`config.mk`:
```
export PLATFORM = sky130hd
export DESIGN_NAME = axi_lite_ctrl_regs
export DESIGN_NICKNAME = d
export VERILOG_FILES = /design/src/rtl/axi_lite_ctrl_regs.sv
export SDC_FILE = /design/constraint.sdc
export NUM_CORES = 1
export LEC_CHECK = 0
export CAP_MARGIN = 10
export CORE_ASPECT_RATIO = 1.25
export CORE_MARGIN = 1.5
export CORE_UTILIZATION = 50
export DETAILED_ROUTE_END_ITERATION = 6
export GPL_TIMING_DRIVEN = 1
export HOLD_SLACK_MARGIN = 0.06
export PLACE_DENSITY = 0.79
export SLEW_MARGIN = 10
export SYNTH_ARGS = -nofsm -noshare
export SYNTH_HDL_FRONTEND = slang
export SYNTH_SLANG_ARGS = --single-unit
```
`constraint.sdc`:
```
create_clock -name user_clk -period 2.35 [get_ports user_clk]
set_input_delay 0.47 -clock user_clk [delete_from_list [all_inputs] [get_ports user_clk]]
set_output_delay 0.47 -clock user_clk [all_outputs]
set_load 0.01 [all_outputs]
```
`src/rtl/axi_lite_ctrl_regs.sv`:
```
// AXI4-Lite slave register bank: design ID, CONTROL, STATUS sample, CYCLES counter,
// sticky W1C interrupt flags with mask, and four scratch registers.
module axi_lite_ctrl_regs #(
  parameter logic [31:0] DESIGN_ID = 32'hAC70_1001,
  parameter int unsigned NUM_IRQ   = 8
) (
  input  logic               user_clk,
  input  logic               user_reset,
  input  logic [31:0]        s_axi_awaddr,
  input  logic               s_axi_awvalid,
  output logic               s_axi_awready,
  input  logic [31:0]        s_axi_wdata,
  input  logic [3:0]         s_axi_wstrb,
  input  logic               s_axi_wvalid,
  output logic               s_axi_wready,
  output logic [1:0]         s_axi_bresp,
  output logic               s_axi_bvalid,
  input  logic               s_axi_bready,
  input  logic [31:0]        s_axi_araddr,
  input  logic               s_axi_arvalid,
  output logic               s_axi_arready,
  output logic [31:0]        s_axi_rdata,
  output logic [1:0]         s_axi_rresp,
  output logic               s_axi_rvalid,
  input  logic               s_axi_rready,
  output logic [31:0]        ctrl_out,
  input  logic [31:0]        status_in,
  input  logic [NUM_IRQ-1:0] irq_in,
  output logic               irq_out
);

  typedef enum logic [9:0] {
    IDX_ID     = 10'h000,
    IDX_CTRL   = 10'h001,
    IDX_STATUS = 10'h002,
    IDX_CYCLES = 10'h003,
    IDX_PEND   = 10'h004,
    IDX_MASK   = 10'h005,
    IDX_SCR0   = 10'h008,
    IDX_SCR1   = 10'h009,
    IDX_SCR2   = 10'h00A,
    IDX_SCR3   = 10'h00B
  } reg_idx_e;

  localparam logic [1:0] RESP_OKAY   = 2'b00;
  localparam logic [1:0] RESP_SLVERR = 2'b10;

  logic               r_live;
  logic               r_aw_full;
  logic [9:0]         r_aw_idx;
  logic               r_w_full;
  logic [31:0]        r_wdata;
  logic [3:0]         r_wstrb;
  logic               r_bvalid;
  logic [1:0]         r_bresp;
  logic               r_rvalid;
  logic [31:0]        r_rdata;
  logic [1:0]         r_rresp;
  logic [31:0]        r_ctrl;
  logic [31:0]        r_cycles;
  logic [NUM_IRQ-1:0] r_pend;
  logic [NUM_IRQ-1:0] r_mask;
  logic               r_irq;
  logic [31:0]        r_scratch [4];

  logic               w_aw_hs;
  logic               w_w_hs;
  logic               w_ar_hs;
  logic               w_commit;
  logic [31:0]        w_bmask;
  logic [31:0]        w_wbits;
  logic [31:0]        w_pend32;
  logic [31:0]        w_mask32;
  logic [31:0]        w_mask_wr;
  logic [NUM_IRQ-1:0] w_clr;
  logic [31:0]        w_rd_data;
  logic [1:0]         w_rd_resp;
  logic [1:0]         w_wr_resp;
  logic               w_unused;

  function automatic logic [31:0] f_merge(input logic [31:0] old_d, input logic [31:0] new_d,
                                          input logic [31:0] m);
    return (old_d & ~m) | (new_d & m);
  endfunction

  // r_live keeps every ready low until the first cycle after reset is released
  assign s_axi_awready = r_live & ~r_aw_full & ~r_bvalid;
  assign s_axi_wready  = r_live & ~r_w_full & ~r_bvalid;
  assign s_axi_arready = r_live & ~r_rvalid;
  assign s_axi_bvalid  = r_bvalid;
  assign s_axi_bresp   = r_bresp;
  assign s_axi_rvalid  = r_rvalid;
  assign s_axi_rdata   = r_rdata;
  assign s_axi_rresp   = r_rresp;
  assign ctrl_out      = r_ctrl;
  assign irq_out       = r_irq;

  assign w_aw_hs   = s_axi_awvalid & s_axi_awready;
  assign w_w_hs    = s_axi_wvalid & s_axi_wready;
  assign w_ar_hs   = s_axi_arvalid & s_axi_arready;
  assign w_commit  = r_aw_full & r_w_full;
  assign w_bmask   = {{8{r_wstrb[3]}}, {8{r_wstrb[2]}}, {8{r_wstrb[1]}}, {8{r_wstrb[0]}}};
  assign w_wbits   = r_wdata & w_bmask;
  assign w_mask_wr = f_merge(w_mask32, r_wdata, w_bmask);
  assign w_unused  = ^{s_axi_awaddr[31:12], s_axi_awaddr[1:0], s_axi_araddr[31:12],
                       s_axi_araddr[1:0], w_mask_wr, w_wbits};

  always_comb begin
    w_pend32 = '0;
    w_mask32 = '0;
    w_pend32[NUM_IRQ-1:0] = r_pend;
    w_mask32[NUM_IRQ-1:0] = r_mask;
    w_clr = '0;
    if (w_commit && (r_aw_idx == IDX_PEND)) w_clr = w_wbits[NUM_IRQ-1:0];
  end

  always_comb begin
    w_rd_data = 32'hDEAD_BEEF;
    w_rd_resp = RESP_SLVERR;
    case (s_axi_araddr[11:2])
      IDX_ID:     begin w_rd_data = DESIGN_ID;  w_rd_resp = RESP_OKAY; end
      IDX_CTRL:   begin w_rd_data = r_ctrl;     w_rd_resp = RESP_OKAY; end
      IDX_STATUS: begin w_rd_data = status_in;  w_rd_resp = RESP_OKAY; end
      IDX_CYCLES: begin w_rd_data = r_cycles;   w_rd_resp = RESP_OKAY; end
      IDX_PEND:   begin w_rd_data = w_pend32;   w_rd_resp = RESP_OKAY; end
      IDX_MASK:   begin w_rd_data = w_mask32;   w_rd_resp = RESP_OKAY; end
      IDX_SCR0, IDX_SCR1, IDX_SCR2, IDX_SCR3: begin
        w_rd_data = r_scratch[s_axi_araddr[3:2]];
        w_rd_resp = RESP_OKAY;
      end
      default: ;
    endcase
  end

  always_comb begin
    w_wr_resp = RESP_SLVERR;
    case (r_aw_idx)
      IDX_ID, IDX_CTRL, IDX_STATUS, IDX_CYCLES, IDX_PEND, IDX_MASK,
      IDX_SCR0, IDX_SCR1, IDX_SCR2, IDX_SCR3: w_wr_resp = RESP_OKAY;
      default: ;
    endcase
  end

  always_ff @(posedge user_clk) begin
    if (user_reset) begin
      r_live    <= 1'b0;
      r_aw_full <= 1'b0;
      r_aw_idx  <= '0;
      r_w_full  <= 1'b0;
      r_wdata   <= '0;
      r_wstrb   <= '0;
      r_bvalid  <= 1'b0;
      r_bresp   <= '0;
      r_rvalid  <= 1'b0;
      r_rdata   <= '0;
      r_rresp   <= '0;
      r_ctrl    <= '0;
      r_cycles  <= '0;
      r_pend    <= '0;
      r_mask    <= '0;
      r_irq     <= 1'b0;
      r_scratch <= '{default: '0};
    end else begin
      r_live   <= 1'b1;
      r_cycles <= r_cycles + 32'd1;
      r_irq    <= |(r_pend & r_mask);
      // a same-cycle set from irq_in overrides the W1C clear
      r_pend   <= (r_pend & ~w_clr) | irq_in;
      if (w_aw_hs) begin
        r_aw_full <= 1'b1;
        r_aw_idx  <= s_axi_awaddr[11:2];
      end
      if (w_w_hs) begin
        r_w_full <= 1'b1;
        r_wdata  <= s_axi_wdata;
        r_wstrb  <= s_axi_wstrb;
      end
      if (w_commit) begin
        r_aw_full <= 1'b0;
        r_w_full  <= 1'b0;
        r_bvalid  <= 1'b1;
        r_bresp   <= w_wr_resp;
        case (r_aw_idx)
          IDX_CTRL: r_ctrl <= f_merge(r_ctrl, r_wdata, w_bmask);
          IDX_MASK: r_mask <= w_mask_wr[NUM_IRQ-1:0];
          IDX_SCR0, IDX_SCR1, IDX_SCR2, IDX_SCR3:
            r_scratch[r_aw_idx[1:0]] <= f_merge(r_scratch[r_aw_idx[1:0]], r_wdata, w_bmask);
          default: ;
        endcase
      end else if (r_bvalid && s_axi_bready) begin
        r_bvalid <= 1'b0;
      end
      if (w_ar_hs) begin
        r_rvalid <= 1'b1;
        r_rdata  <= w_rd_data;
        r_rresp  <= w_rd_resp;
      end else if (r_rvalid && s_axi_rready) begin
        r_rvalid <= 1'b0;
      end
    end
  end

endmodule

```
# Word level (Yosys, flattened, before mapping)
# Cells that the tools add are included.
# classes
n_lt_le_gt_ge,3
reduce_logical,17
muxes,18
eq_ne,18
n_bitwise,27
addsub,1
# op_table
cell,n
$pmux W32 S7,1
$mux W32,5
$bmux W32 S2,2
$bwmux W128,1
$and A32 B32 Y32,3
$eq A10 B4 Y1 const B,8
$demux W32 S2,1
$or A32 B32 Y32,2
$eq A10 B2 Y1 const B,4
$eq A10 B3 Y1 const B,4
$add A32 B1 Y32 const B,1
$not A32 Y32,1
$and A8 B8 Y8,3
$eq A10 B1 Y1 const B,2
$logic_not A10 Y1,2
$reduce_or A10 Y1,2
$or A8 B8 Y8,2
$and A1 B1 Y1,9
$mux W8,1
$not A8 Y8,1
$reduce_or A4 Y1,2
$reduce_or A8 Y1,1
$ge A3 B3 Y1 const B,2
$not A2 Y3,2
8 further kinds,22
# word_totals
output_inout_bits,74
word_cells,104
register_bits,296

# Depth between registers and ports, before layout
# depth
word_depth,7
mapped_depth,7
mapped_depth_nobuf,5

# Worst setup path before layout
# OpenSTA, ideal clock, no wires.
# synth_timing
path_type,input -> register
start,input s_axi_araddr[7]
end,register r_rdata[19] (netlist: s_axi_rdata[19])
required_ps,2222
cell_stages,6
path_slack_ps,183
setup_ps,128
path_buffers,2
arrival_time_ps,2039
cell_sequence,or4_1 > clkbuf_1 > nand4b_1 > clkbuf_1 > a221oi_1 > a21oi_1
# synth_via
elab_chain_len,3
# synth_rtl
item,line,source
"start, declared",19,"input logic [31:0] s_axi_araddr,"
$eq A10 B4 Y1,120,case (s_axi_araddr[11:2])
$reduce_or A4 Y1,120,
$pmux W32 S7 (*),120,
"end signal, assigned",195,r_rdata <= w_rd_data;
"end, declared",57,logic [31:0] r_rdata;
# Mark *: on every way between the ends. The rest lies on a longest branch, timed or not.
# A chain may end at the register's enable or synchronous reset.

==> results.cfg <==
[outcome]
result_of_the_run = completed

[floorplanning]
die-height_um = 187
floorplan.rows = 67
start_util_pct = 50.6
die-area_mm2 = 0.0280
die_w_um = 150
pin_count = 221
design.core.area_mm2 = 0.0267

[timing]
slew_at_the_pin_closest_to_its_max_slew_limit_ns = 0.753
grt_setup_unrepaired = false
finalMaxSlewViolations = 0
setup_violations = 0
hold_ws_ns = 0.451
timing.clock.skew_ns = 0.0188
final_period_utilization_pct = 97.1
finalHoldViolations = 0
layout_min_cycle_time_ns = 2.28
max_clock_freq_mhz = 438
post-route-worst-setup-slack_ns = 0.0674
max_slew_margin_pct = 49.7
sum_neg_setup_slack_ns = 0

[global_routing]
grt_overflow = 0
met1_usage_pct = 39.7
grt_antenna_before_repair = 1
grt_start_max_net_pins = 132
grt-busiest-layer = met2
global_route.usage.total_pct = 29.3
globalRouteMet3Util_pct = 4.08
grt_first_pass_wirelength_um = 65800
vias_in_the_first_global_route = 12400
gr-usage-met2_pct = 46.5

[synth]
yosys_warnings = 0
syn-instance-count = 1498
synthArstFlopShare_pct = 0
mean_cell_area_of_the_mapped_netlist_um2 = 9.01
post_synth_instance_area_mm2 = 0.0135
sequential_cell_area_fraction_in_the_yosys_report_pct = 43.6
synth_enable_flop_cells = 0
postSynthRegisterBits = 294
top_flip_flop_cell_by_instance_count_after_synthesis = sky130_fd_sc_hd__dfxtp_1
yosysUniqueCellTypes = 61

[finish]
final_layout_size_suffix_gt1_share_pct = 11.7
fillCellCount = 2195
final_cell_area_mm2 = 0.0168
register_area_mm2 = 0.00589
multi_input_logic_area_mm2 = 0.00705
num_antenna_cells = 0
num-nets-final = 1780
area_growth_pct = 24.3

[drt]
detail_route.vias_per_cell = 6.38
remaining_drc_errors = 0
avgRoutedWirePerCell_um = 20.9
iteration_0_drc_markers = 1199
drt.antenna.violating_nets = 0
firstDrtPassIters = 5
drt_wl_total_um = 41700
via_count_of_the_routed_design = 12700

[worst_setup_path]
critPathMaxStageDelay_ns = 0.70
critical_path.top_delay_family = simple AND/OR/NAND/NOR gates
critical_path.n_buffers_inverters = 0
regToRegSetupSlack_ns = 0.07
reg2reg_depth = 4
timing.critical_path.to_type = register
setup.worst_path.start_class = register
timing.critical_path.arrival_ns = 2.68
critical_path_required_ns = 2.75
worst-path-max-fanout = 32
worstPathCellList = or4b_2, or4_4, o21ai_0, a21oi_1
cpMaxStageDelayCell = sky130_fd_sc_hd__or4b_2
critical_path_class = reg -> reg
worst_r2r_src = r_aw_idx[2]$_SDFFE_PP0P_

[place]
placed_cell_area_mm2 = 0.0158
place.port_buffers = 174
dp_slack_ns = -0.139
globalplace.congestion = 0.862
detailedPlacementHpwl_um = 27100

[cts]
cts_hold_repair.buffers = 0
tritoncts.num_buffers = 29
cts_max_level = 1
clock_tree_from_tritoncts = built
cts_sinks = 294
clockRootBuffer = sky130_fd_sc_hd__clkbuf_16
clock_latency_ns = 0.55
ctsLongestPathBuffers = 3
clk_pin_slew_ns = 0.06

[run]
maxCapViolations = 0

[worst_hold_path]
worst_hold_startpoint = r_aw_idx[9]$_SDFFE_PP0P_
min-delay-path-class = reg -> reg
worstHoldPathCells = 2
whs_endpoint = r_aw_idx[9]$_SDFFE_PP0P_

[pwr]
power.ir.vdd_worst_v = 0.000501
cellLeakagePower_uw = 0.00596
power_density_mw_per_mm2 = 650
[cell usage after synthesis, drive strengths merged, types with 16 or more instances]
cell type    n  area [µm²]
dfxtp      294        5890
nand2      126         473
o31ai       16         120
or4         21         169
nor2        51         191
a21oi      260        1300
a221oi      19         166
o21ai      222        1110
buf         33         174
nand3       47         235
clkbuf     100         375
mux2i       89         891
mux4        46        1040
[per-layer routing]
metal  share of wire, %  vias up  wire length [µm]
met1                 41     6124             16900
met2                 46      715             19200
li1                   -     5783                 -
met4                3.9        2              1620
met3                9.4      122              3920
met5              0.024        -                10
[worst max path at each step]
stage                     cells after the start  slack [ns]                      endpoint                      from
after floorplan                               6        0.18  s_axi_rdata[19]$_SDFFE_PP0P_           s_axi_araddr[7]
after global placement                        6       -0.15   s_axi_rdata[4]$_SDFFE_PP0P_           s_axi_araddr[7]
after detailed placement                      6       -0.14  s_axi_rdata[27]$_SDFFE_PP0P_           s_axi_araddr[7]
after CTS                                     4        0.06                      register  r_aw_idx[2]$_SDFFE_PP0P_
after global routing                          4        0.03                      register  r_aw_idx[2]$_SDFFE_PP0P_
final                                         4        0.07                      register  r_aw_idx[2]$_SDFFE_PP0P_
[where the power goes]
| group | leakage (µW) | internal, µW | total, µW | switching, µW |
|---|---|---|---|---|
| clock | 0.000469 | 2800 | 4770 | 1970 |
| combinational | 0.00311 | 460 | 959 | 499 |
| sequential | 0.00238 | 5080 | 5170 | 92.1 |
| total | 0.00596 | 8340 | 10900 | 2560 |
[worst reg2reg max path: stages, from the launching register on]
cell and delay (ns):
sky130_fd_sc_hd__dfxtp_1 0.35, sky130_fd_sc_hd__or4b_2 0.70, sky130_fd_sc_hd__or4_4 0.69, sky130_fd_sc_hd__o21ai_0 0.29, sky130_fd_sc_hd__a21oi_1 0.11
[cell families after synthesis]
kind of cell,after synthesis,synth area share [%]
other cells,1,0.0278
buf+inv,144,4.38
flops,294,43.6
xor+xnor,8,0.519
fa+ha+maj,1,0.0927
simple gates,337,13.2
mux,147,15.3
compound gates,566,22.9
[timing repair]
| action | 4_1_cts | 5_1_grt |
|---|---|---|
| endpoints found under the setup margin | 2 | 1 |
| resized for setup | 3 | 1 |
| hold endpoints to repair | 0 | 0 |
| buffers inserted | 0 | 0 |
[layout by cell type, fill, tap and decap left out, types with 5 or more instances in the layout]
master | netlist | final
sky130_fd_sc_hd__dfxtp_1 | 294 | 292
sky130_fd_sc_hd__a21oi_1 | 260 | 260
sky130_fd_sc_hd__o21ai_0 | 212 | 211
sky130_fd_sc_hd__clkdlybuf4s50_1 | 0 | 171
sky130_fd_sc_hd__nand2_1 | 126 | 126
sky130_fd_sc_hd__mux2i_1 | 89 | 89
sky130_fd_sc_hd__nor2_1 | 51 | 51
sky130_fd_sc_hd__buf_4 | 3 | 48
sky130_fd_sc_hd__nand3_1 | 47 | 47
sky130_fd_sc_hd__mux4_2 | 46 | 46
sky130_fd_sc_hd__clkbuf_16 | 0 | 29
sky130_fd_sc_hd__a221oi_1 | 19 | 19
sky130_fd_sc_hd__or4_1 | 18 | 18
sky130_fd_sc_hd__o31ai_1 | 16 | 16
sky130_fd_sc_hd__nor3_1 | 15 | 15
sky130_fd_sc_hd__buf_12 | 0 | 15
sky130_fd_sc_hd__mux2_2 | 12 | 12
sky130_fd_sc_hd__o21ai_1 | 10 | 11
sky130_fd_sc_hd__nor3b_1 | 13 | 11
sky130_fd_sc_hd__clkbuf_8 | 0 | 10
sky130_fd_sc_hd__o2bb2ai_1 | 9 | 9
sky130_fd_sc_hd__nor2b_1 | 8 | 8
sky130_fd_sc_hd__and2_1 | 7 | 7
sky130_fd_sc_hd__or3_1 | 7 | 7
sky130_fd_sc_hd__nand2b_1 | 7 | 7
sky130_fd_sc_hd__a22oi_1 | 7 | 7
sky130_fd_sc_hd__inv_1 | 7 | 6
sky130_fd_sc_hd__xnor2_1 | 6 | 6
sky130_fd_sc_hd__a31oi_1 | 6 | 6
sky130_fd_sc_hd__clkbuf_1 | 100 | 6
sky130_fd_sc_hd__nor4_4 | 4 | 5
sky130_fd_sc_hd__o22a_1 | 5 | 5
[metrics by stage]
| step | instances | total power, µW | utilization (%) |
|---|---|---|---|
| after floorplan | 1499 | 5730 | - |
| after global routing | 1998 | 11200 | 62.9 |
| after CTS | 1998 | 10900 | 62.9 |
| after detailed placement | 1946 | 6220 | 59.2 |
| after global placement | 1946 | 6210 | 59.2 |
| final | 1998 | 10900 | 62.9 |
[cell type report]
cell class,instances,share of cell area (%)
clock inverter,7,0.567
sequential,294,35.1
inverter,11,0.254
multi-input combinational,1061,42.0
tap,345,2.57
clock buffer,45,5.28
timing repair buffer,235,14.2
Note: power is estimated with default switching activity, not from simulation.
